`config.mk`:
```
export PLATFORM = sky130hd
export DESIGN_NAME = product_accum
export DESIGN_NICKNAME = d
export VERILOG_FILES = /design/src/rtl/product_accum_pkg.sv /design/src/rtl/product_accum.sv
export SDC_FILE = /design/constraint.sdc
export NUM_CORES = 1
export LEC_CHECK = 0
export CAP_MARGIN = 20
export CORE_MARGIN = 3
export CORE_UTILIZATION = 46
export DETAILED_ROUTE_END_ITERATION = 12
export PLACE_DENSITY = 0.73
export SETUP_SLACK_MARGIN = 0.5
export SYNTH_ARGS = -nofsm -noshare
export SYNTH_HDL_FRONTEND = slang
export SYNTH_SLANG_ARGS = --single-unit
```
`constraint.sdc`:
```
create_clock -name clk -period 8.1 [get_ports clk]
set_input_delay 1.62 -clock clk [delete_from_list [all_inputs] [get_ports clk]]
set_output_delay 1.62 -clock clk [all_outputs]
set_load 0.03 [all_outputs]
```
`src/rtl/product_accum_pkg.sv`:
```
// ---------------------------------------------------------------------------
// product_accum_pkg
// Shared definitions for the multiplier-path accumulator:
//   - default accumulator and count widths
//   - width of the product bus coming from the multiplier stage
//   - FSM state encoding (IDLE=0, ACCUM=1, DONE=2)
// ---------------------------------------------------------------------------
package product_accum_pkg;

    localparam int ACC_W_DEF = 72;  // accumulator width, minimum 64
    localparam int CNT_W_DEF = 8;   // batch length / count width
    localparam int PROD_W    = 64;  // unsigned product width

    typedef enum logic [1:0] {
        S_IDLE  = 2'd0,
        S_ACCUM = 2'd1,
        S_DONE  = 2'd2
    } state_t;

endpackage

```
`src/rtl/product_accum.sv`:
```
// ---------------------------------------------------------------------------
// product_accum
// Sums a batch of unsigned 64-bit products into an ACC_W-bit accumulator.
// A batch starts with a single-cycle start pulse in IDLE, accepts batch_len
// products through a valid/ready handshake, then pulses done for one cycle.
//
// Handshake: a product is transferred on exactly those rising edges where
// prod_valid and prod_ready are both 1. prod_ready depends only on state,
// never on prod_valid, and nothing is buffered: a product offered while
// prod_ready is 0 is simply ignored.
//
// Ports:
//   clk         in   clock, all state updates on rising edge
//   rst         in   synchronous active-high reset
//   start       in   begin a batch (honoured only in IDLE)
//   batch_len   in   CNT_W  products in the batch, sampled with start
//   prod_valid  in   product valid
//   product     in   64     unsigned product
//   prod_ready  out  accepting products (ACCUM only)
//   sum         out  ACC_W  running / final sum
//   count       out  CNT_W  products accepted this batch
//   overflow    out  sticky carry out of bit ACC_W-1 this batch
//   busy        out  high in ACCUM and DONE
//   done        out  one-cycle completion pulse
//   dbg_state   out  current FSM state for observation
// ---------------------------------------------------------------------------
module product_accum
    import product_accum_pkg::*;
#(
    parameter int ACC_W = ACC_W_DEF,
    parameter int CNT_W = CNT_W_DEF
) (
    input  logic              clk,
    input  logic              rst,
    input  logic              start,
    input  logic [CNT_W-1:0]  batch_len,
    input  logic              prod_valid,
    input  logic [PROD_W-1:0] product,
    output logic              prod_ready,
    output logic [ACC_W-1:0]  sum,
    output logic [CNT_W-1:0]  count,
    output logic              overflow,
    output logic              busy,
    output logic              done,
    output state_t            dbg_state
);

    state_t             r_state;
    logic [CNT_W-1:0]   r_len;
    logic [ACC_W-1:0]   r_sum;
    logic [CNT_W-1:0]   r_count;
    logic               r_ovf;
    logic               r_busy;
    logic               r_done;

    logic               w_accept;
    logic [ACC_W:0]     w_add;
    logic [CNT_W-1:0]   w_count_inc;

    // Ready is a pure function of state so the producer never sees a
    // combinational path from its own valid back to ready.
    assign prod_ready  = (r_state == S_ACCUM);
    assign w_accept    = prod_valid & prod_ready;

    // One extra bit on top of the accumulator captures the carry out.
    assign w_add       = {1'b0, r_sum} + {{(ACC_W + 1 - PROD_W){1'b0}}, product};
    assign w_count_inc = r_count + {{(CNT_W - 1){1'b0}}, 1'b1};

    always_ff @(posedge clk) begin
        if (rst) begin
            r_state <= S_IDLE;
            r_len   <= '0;
            r_sum   <= '0;
            r_count <= '0;
            r_ovf   <= 1'b0;
            r_busy  <= 1'b0;
            r_done  <= 1'b0;
        end else begin
            case (r_state)
                S_IDLE: begin
                    if (start) begin
                        r_len   <= batch_len;
                        r_sum   <= '0;
                        r_count <= '0;
                        r_ovf   <= 1'b0;
                        r_busy  <= 1'b1;
                        // An empty batch completes without ever accepting.
                        if (batch_len == '0) begin
                            r_state <= S_DONE;
                            r_done  <= 1'b1;
                        end else begin
                            r_state <= S_ACCUM;
                        end
                    end
                end
                S_ACCUM: begin
                    if (w_accept) begin
                        r_sum   <= w_add[ACC_W-1:0];
                        r_ovf   <= r_ovf | w_add[ACC_W];
                        r_count <= w_count_inc;
                        if (w_count_inc == r_len) begin
                            r_state <= S_DONE;
                            r_done  <= 1'b1;
                        end
                    end
                end
                S_DONE: begin
                    r_state <= S_IDLE;
                    r_done  <= 1'b0;
                    r_busy  <= 1'b0;
                end
                default: begin
                    r_state <= S_IDLE;
                    r_done  <= 1'b0;
                    r_busy  <= 1'b0;
                end
            endcase
        end
    end

    assign sum       = r_sum;
    assign count     = r_count;
    assign overflow  = r_ovf;
    assign busy      = r_busy;
    assign done      = r_done;
    assign dbg_state = r_state;

endmodule

```
==> metrics.cfg, run 1 <==
[yosys]
synth_area_um2 = 7500
ys_types = 70
seq_area_frac_synth_pct = 24.82
syn_area_per_cell_um2 = 7.522
synthSimpleGateAreaFrac_pct = 22.32
ys_async_sr_fraction_pct = 0
yosys-top-cells-count = nand2_1, a21oi_1, dfxtp_1
yosys.area.top_type_share_pct = 24.82
synth_compound_area_share_pct = 30.00
synthTopCellsByArea = dfxtp_1, ha_1, a21oi_1
synthMuxAreaShare_pct = 0.4004
synth_cells = 997
yosys_most_used_dff = dfxtp_1
synth_nets = 1139
synth_largest_area_cell = dfxtp_1
ys_ff_latch = 93
synth_xor_area_share_pct = 7.591
synth_top_family_by_area = compound AO/OA/AOI/OAI gates
synth_edf_count = 0
synthAdderAreaFrac_pct = 11.11
yosysWarnings = 0
yosysMostFrequentCell = nand2_1

[clock_network]
cts_made_buffers = 9
h-tree-depth = 3
cts_tree = done
insertion_delay_ns = 0.36
cts_setup_buffers = 0
clockBufferDepth = 2
path_clk_slew_ns = 0.08
cts_resized = 0
postCtsHoldBufs = 0
cts_root_buf = clkbuf_16
clock_sinks = 93

[sta]
min_period_over_period_pct = 57.11
grt_setup_unrepaired = false
worst_pin_slew_ns = 0.9438
tns_ns = 0
max_freq_mhz = 216.2
drv_slew = 0
fin_crit_ns = 4.626
hold_ws_ns = 0.4708
setup_ws_ns = 3.474
setup_violations = 0
slew_headroom_pct = 36.85
hold_viol = 0
skew_ns = 0.008977

[drt]
wl_met1_um = 10290
drt-initial-drc-count = 555
ant_nets = 0
first_pass_iters = 5
viasPerCell = 5.782
met3RoutedLength_um = 1290
drt-total-wl_um = 22440
vias = 7783
drc_errors = 0
wl_met2_um = 10400
top_layer_used = met4
drt-wirelength-per-cell_um = 16.67

[worst_setup_path]
r2r_cells = 11
critPathCaptureType = flip-flop
setup.worst_path.class = in2reg
start_kind = primary input
startpoint = product[0]
r2r-start = sum[0]
cp.arrival_ns = 4.88
required_ns = 8.35
reg2reg_to = sum[54]
regToRegSetupSlack_ns = 4.84
cp-endpoint = sum[54]
worst-path-max-fanout = 4

[finish]
drive_gt1_share_pct = 4.159
fin_nets = 1267
area_growth_pct = 26.93
fillers = 1509
finalNonFillerCells = 1346
diodes = 0

[place]
placed_cells = 1330
io_buffer_count = 161
gp_congestion = 0.8801
dp_slack_ns = 3.095
dpl.hpwl_um = 17040

[power_and_ir_drop]
peakVddDrop_mv = 0.1213
p_leak_uw = 0.003782
clock_power_share_pct = 33.7
internal_power_uw = 880.0
cellPowerDensity_nw_per_um2 = 140.5
p_switching_uw = 457.3
switching_share_pct = 34.20
seq_power_share_pct = 36.9
combinationalPowerShare_pct = 29.4

[floorplan]
die_h_um = 133.7
start_util_pct = 47.04
pin_count = 162
rows = 46
die_w_um = 133.7
core-area_um2 = 15940
dieArea_um2 = 17870

[grt]
antenna_found_initial = 0
grt_pass1_wl_um = 37030
overflow = 0
track_usage_pct = 25.01
grt_max_degree = 52
grt_pass1_vias = 7456

[run_status]
status = finished, final reports clean

[hold_path]
worstHoldPathType = reg2reg
whs_path_depth = 2

[run]
drv_cap = 0

## cell type report
cell class / instances / area, um2 / area share (%)
Clock buffer: 9 / 225.2 / 2.366
Clock inverter: 7 / 80.08 / 0.8412
Inverter: 19 / 71.32 / 0.7492
Multi-Input combinational cell: 836 / 5366 / 56.37
Sequential cell: 93 / 1862 / 19.56
Tap cell: 216 / 270.3 / 2.839
Timing Repair Buffer: 166 / 1644 / 17.27
## placed cells by master (no fill, tap or decap), types with 26 or more instances in the layout
| cell | instances |
|---|---|
| clkdlybuf4s50_1 | 160 |
| nand2_1 | 128 |
| a21oi_1 | 99 |
| dfxtp_1 | 93 |
| nor2_1 | 90 |
| o21ai_0 | 76 |
| ha_1 | 65 |
| xnor2_1 | 36 |
| a21o_1 | 31 |
| xor2_1 | 29 |
| nand3_1 | 28 |
| a22oi_1 | 26 |
## power groups by stage
stage,clock network (uW),logic (uW),registers [uW]
global placement,0,387,504
global route,478,431,496
detailed placement,0,389,504
floorplan,0,227,533
finish,451,393,493
CTS,461,392,493
## worst min-delay path by stage
| stage | to | from | slack [ns] |
|---|---|---|---|
| floorplan | r_len[0] | r_len[0] | 0.45 |
| global placement | sum[41] | sum[41] | 0.46 |
| detailed placement | sum[37] | sum[37] | 0.46 |
| CTS | r_len[1] | r_len[1] | 0.47 |
| global route | sum[42] | sum[42] | 0.49 |
| finish | sum[41] | sum[41] | 0.47 |
## sequential cells by signal (all words and copies together) (netlist names)
signal	count
sum	72
count	8
r_len	8
dbg_state	2
busy	1
done	1
overflow	1
## logic make-up (layout without fill, tap and decap cells)
logic type / Yosys count / after routing
AOI/OAI and AO/OA: 342 / 342
xor gates and xnor gates: 65 / 65
adders and majority gates: 66 / 66
buffers and inverters: 68 / 201
DFF: 93 / 93
muxes: 3 / 3
and+or+nand+nor: 360 / 360
## stage by stage
step	util [%]	instance area, um2	total power, uW
floorplan	-	7500	759.6
global placement	57.79	9214	891.1
detailed placement	57.79	9214	892.9
CTS	59.71	9519	1347
global route	59.71	9519	1405
finish	59.71	9519	1337
## worst max-delay path: stages
cell and delay (ns):
clkdlybuf4s50_1 0.41, ha_1 0.24, fa_1 0.40, a21oi_1 0.28
o211ai_4 0.15, a31o_1 0.26, a211oi_2 0.41, o32a_1 0.35
a21oi_4 0.12, o21ai_1 0.26, nand3_1 0.12, a32o_1 0.26
## layer usage
metal  vias to the layer above  track usage (%)
met2                       239            41.73
met5                         -                0
met4                         0            6.629
met1                      3592            32.99
met3                        36            5.211
li1                       3916                -
(Power assumes the default switching activity.)
==> inputs of run 2 (changes only) <==
--- a/config.mk
+++ b/config.mk
@@ -9,7 +9,7 @@
 export CORE_MARGIN = 3
 export CORE_UTILIZATION = 46
 export DETAILED_ROUTE_END_ITERATION = 12
-export PLACE_DENSITY = 0.73
+export PLACE_DENSITY = 0.76
 export SETUP_SLACK_MARGIN = 0.5
 export SYNTH_ARGS = -nofsm -noshare
 export SYNTH_HDL_FRONTEND = slang
==> constraint.sdc (replaced) <==
create_clock -name clk -period 3.85 [get_ports clk]
set_input_delay 0.77 -clock clk [delete_from_list [all_inputs] [get_ports clk]]
set_output_delay 0.77 -clock clk [all_outputs]
set_load 0.03 [all_outputs]
==> run 2 against run 1 <==
Compared with the run above:
- sequential share of layout area is 1.5 points lower
- clock skew is 0.00089 ns higher
- via count increased by 5.7%
- core utilization grew 5.0 points
- clock power up 100%
- hold slack got worse by 0.0025 ns
- count of clock-buffer cells in the layout unchanged
- register-to-register slack got worse by 3.9 ns
- combinational power grew 140%
==> metrics.cfg, run 2 (synthesis results as in run 1) <==
[run_status]
status = finished, final reports clean

[hold_path]
worstHoldPathType = reg2reg

[finish]
drive_gt1_share_pct = 13.40  ; +9.2 points
largest_reg_flops = 72  ; unchanged
multi_input_area_um2 = 5793  ; +8.0%
final_common_cell = clkdlybuf4s50_1
seqCellArea_um2 = 1862  ; unchanged
diodes = 0  ; unchanged
fin_nets = 1316  ; +3.9%
final_cell_mix = clkdlybuf4s50_1, nand2_1, dfxtp_1
area_growth_pct = 37.60
final_core_util_pct = 64.73  ; +5.0 points
finalNonFillerCells = 1395  ; +3.6%
fillers = 1383  ; -8.3%

[worst_setup_path]
path_buf_inv = 3  ; +2
setup.worst_path.class = in2reg
critPathCaptureType = flip-flop
critical-path-slowest-cell = clkdlybuf4s50_1
cp.arrival_ns = 3.58  ; -1.30 ns
path_delay_family = compound AO/OA/AOI/OAI gates
slowest_delay_ns = 0.46  ; +0.05 ns
worst-path-max-fanout = 5  ; +1
crit_top_cell = buf_4
crit_path_cell_trace = clkdlybuf4s50_1, ha_2, buf_4, a21oi_1, o21ai_1, a22oi_1, o2111ai_2, a32oi_2, a211oi_2, buf_4, o311ai_2, xnor2_1, and2_1
required_ns = 4.11  ; -4.24 ns
start_kind = primary input

[clock_network]
path_clk_slew_ns = 0.08  ; about the same
clockBufferDepth = 2  ; unchanged
cts_made_buffers = 9  ; unchanged
clock_sinks = 93  ; unchanged
insertion_delay_ns = 0.36  ; about the same
cts_tree = done
postCtsHoldBufs = 0  ; unchanged
h-tree-depth = 3  ; unchanged
cts_root_buf = clkbuf_16

[power_and_ir_drop]
peakVddDrop_mv = 0.2142  ; +77%
cellPowerDensity_nw_per_um2 = 279.4  ; +99%
p_leak_uw = 0.004036  ; +6.7%

[grt]
busiest_layer = met2
grt_pass1_wl_um = 38070  ; +2.8%
use_met3_pct = 3.134  ; -2.1 points
track_usage_pct = 25.82  ; +0.81 points
grt_max_degree = 51  ; -1.9%
overflow = 0  ; unchanged
antenna_found_initial = 0  ; unchanged
grt_use_met1_pct = 34.25  ; +1.3 points
grt_pass1_vias = 7679  ; +3.0%
use_met2_pct = 42.80  ; +1.1 points

[drt]
drt-initial-drc-count = 776  ; +40%
drt-total-wl_um = 24190  ; +7.8%
viasPerCell = 5.897  ; +2.0%
ant_nets = 0  ; unchanged
drc_errors = 0  ; unchanged
vias = 8226  ; +5.7%
drt-wirelength-per-cell_um = 17.34  ; +4.0%
first_pass_iters = 5  ; unchanged

[sta]
drv_slew = 0  ; unchanged
hold_ws_ns = 0.4683  ; -0.002452 ns
slew_headroom_pct = 42.35  ; +5.5 points
setup_violations = 0  ; unchanged
grt_setup_unrepaired = true
worst_pin_slew_ns = 0.8647  ; -0.07912 ns
fin_crit_ns = 3.322
max_freq_mhz = 301.0
setup_ws_ns = 0.5281  ; -2.946 ns
hold_viol = 0  ; unchanged
skew_ns = 0.009862  ; +0.0008851 ns
min_period_over_period_pct = 86.28

[floorplan]
die_w_um = 133.7  ; unchanged
die_h_um = 133.7  ; unchanged
rows = 46  ; unchanged
start_util_pct = 47.04  ; unchanged
dieArea_um2 = 17870  ; unchanged
core-area_um2 = 15940  ; unchanged
pin_count = 162  ; unchanged

[place]
dp_slack_ns = -0.1093  ; -3.205 ns
placed_cells = 1367  ; +2.8%
gp_congestion = 0.9328  ; +6.0%
dpl.hpwl_um = 17540  ; +2.9%
io_buffer_count = 161  ; unchanged

[run]
drv_cap = 0  ; unchanged

[run 2: changes by cell type in the layout (fill, tap and decap cells not counted), sizes merged]
cell	change
inv	+1
bufinv	-1
dlymetal6s2s	+3
o31ai	+1
buf	+48
clkdlybuf4s50	-3
[run 2: stage by stage]
stage          power (uW)  cell area [um2]  setup TNS (ns)
3_3_place_gp         1911             9499        -0.07795
6_report             2883            10320               0
5_1_grt              3014            10320               0
2_1_floorplan        1598             7500               0
4_1_cts              2831             9857               0
3_5_place_dp         1920             9499         -0.4294
[run 2: path summary, 6_finish.rpt]
kind / cells after the start / endpoint / slack (ns) / start
max: 13 / sum[65] / 0.53 / product[30]
min: 2 / sum[42] / 0.47 / sum[42]
max reg2reg: 13 / sum[56] / 0.89 / sum[0]
min reg2reg: 2 / sum[42] / 0.47 / sum[42]
[run 2: routing by layer]
metal,part of all wire [%],routed length [um],vias up
met3,5.7,1381,67
met4,3.7,893,0
met5,0,0,-
met2,46,11190,302
met1,44,10720,3836
li1,-,-,4021
[run 2: layout make-up]
class	count	area share (%)
Sequential cell	93	18.04
Clock inverter	7	0.5941
Clock buffer	9	2.182
Tap cell	216	2.619
Multi-Input combinational cell	837	56.13
Inverter	19	0.6911
Timing Repair Buffer	214	19.74
[run 2: timing repair]
item / 4_1_cts / 5_1_grt
endpoints found under the hold margin: 0 / 0
setup endpoints to repair: 21 / 37
setup buffers: 2 / 9
cloned: 1 / 0
resized for setup: 11 / 86
pin swaps: 8 / 31
[run 2: worst register-to-register path, cell delays in order, from the launching register on]
cell and delay, ns:
dfxtp_1 0.33, ha_2 0.20, fa_2 0.42, a21oi_4 0.18, o211ai_4 0.10, buf_4 0.15
o21ai_2 0.17, a21oi_4 0.10, a31oi_4 0.24, o41ai_4 0.11, buf_4 0.18, a21oi_1 0.37
mux2i_1 0.25, nand2_1 0.07
[run 2: report_power, final]
| part | total, uW | internal, uW | switching [uW] | leakage, uW |
|---|---|---|---|---|
| clock | 908 | 453 | 455 | 0.000135 |
| combinational | 933 | 403 | 531 | 0.00315 |
| sequential | 1040 | 1000 | 40.0 | 0.000755 |
| total | 2880 | 1860 | 1030 | 0.00404 |
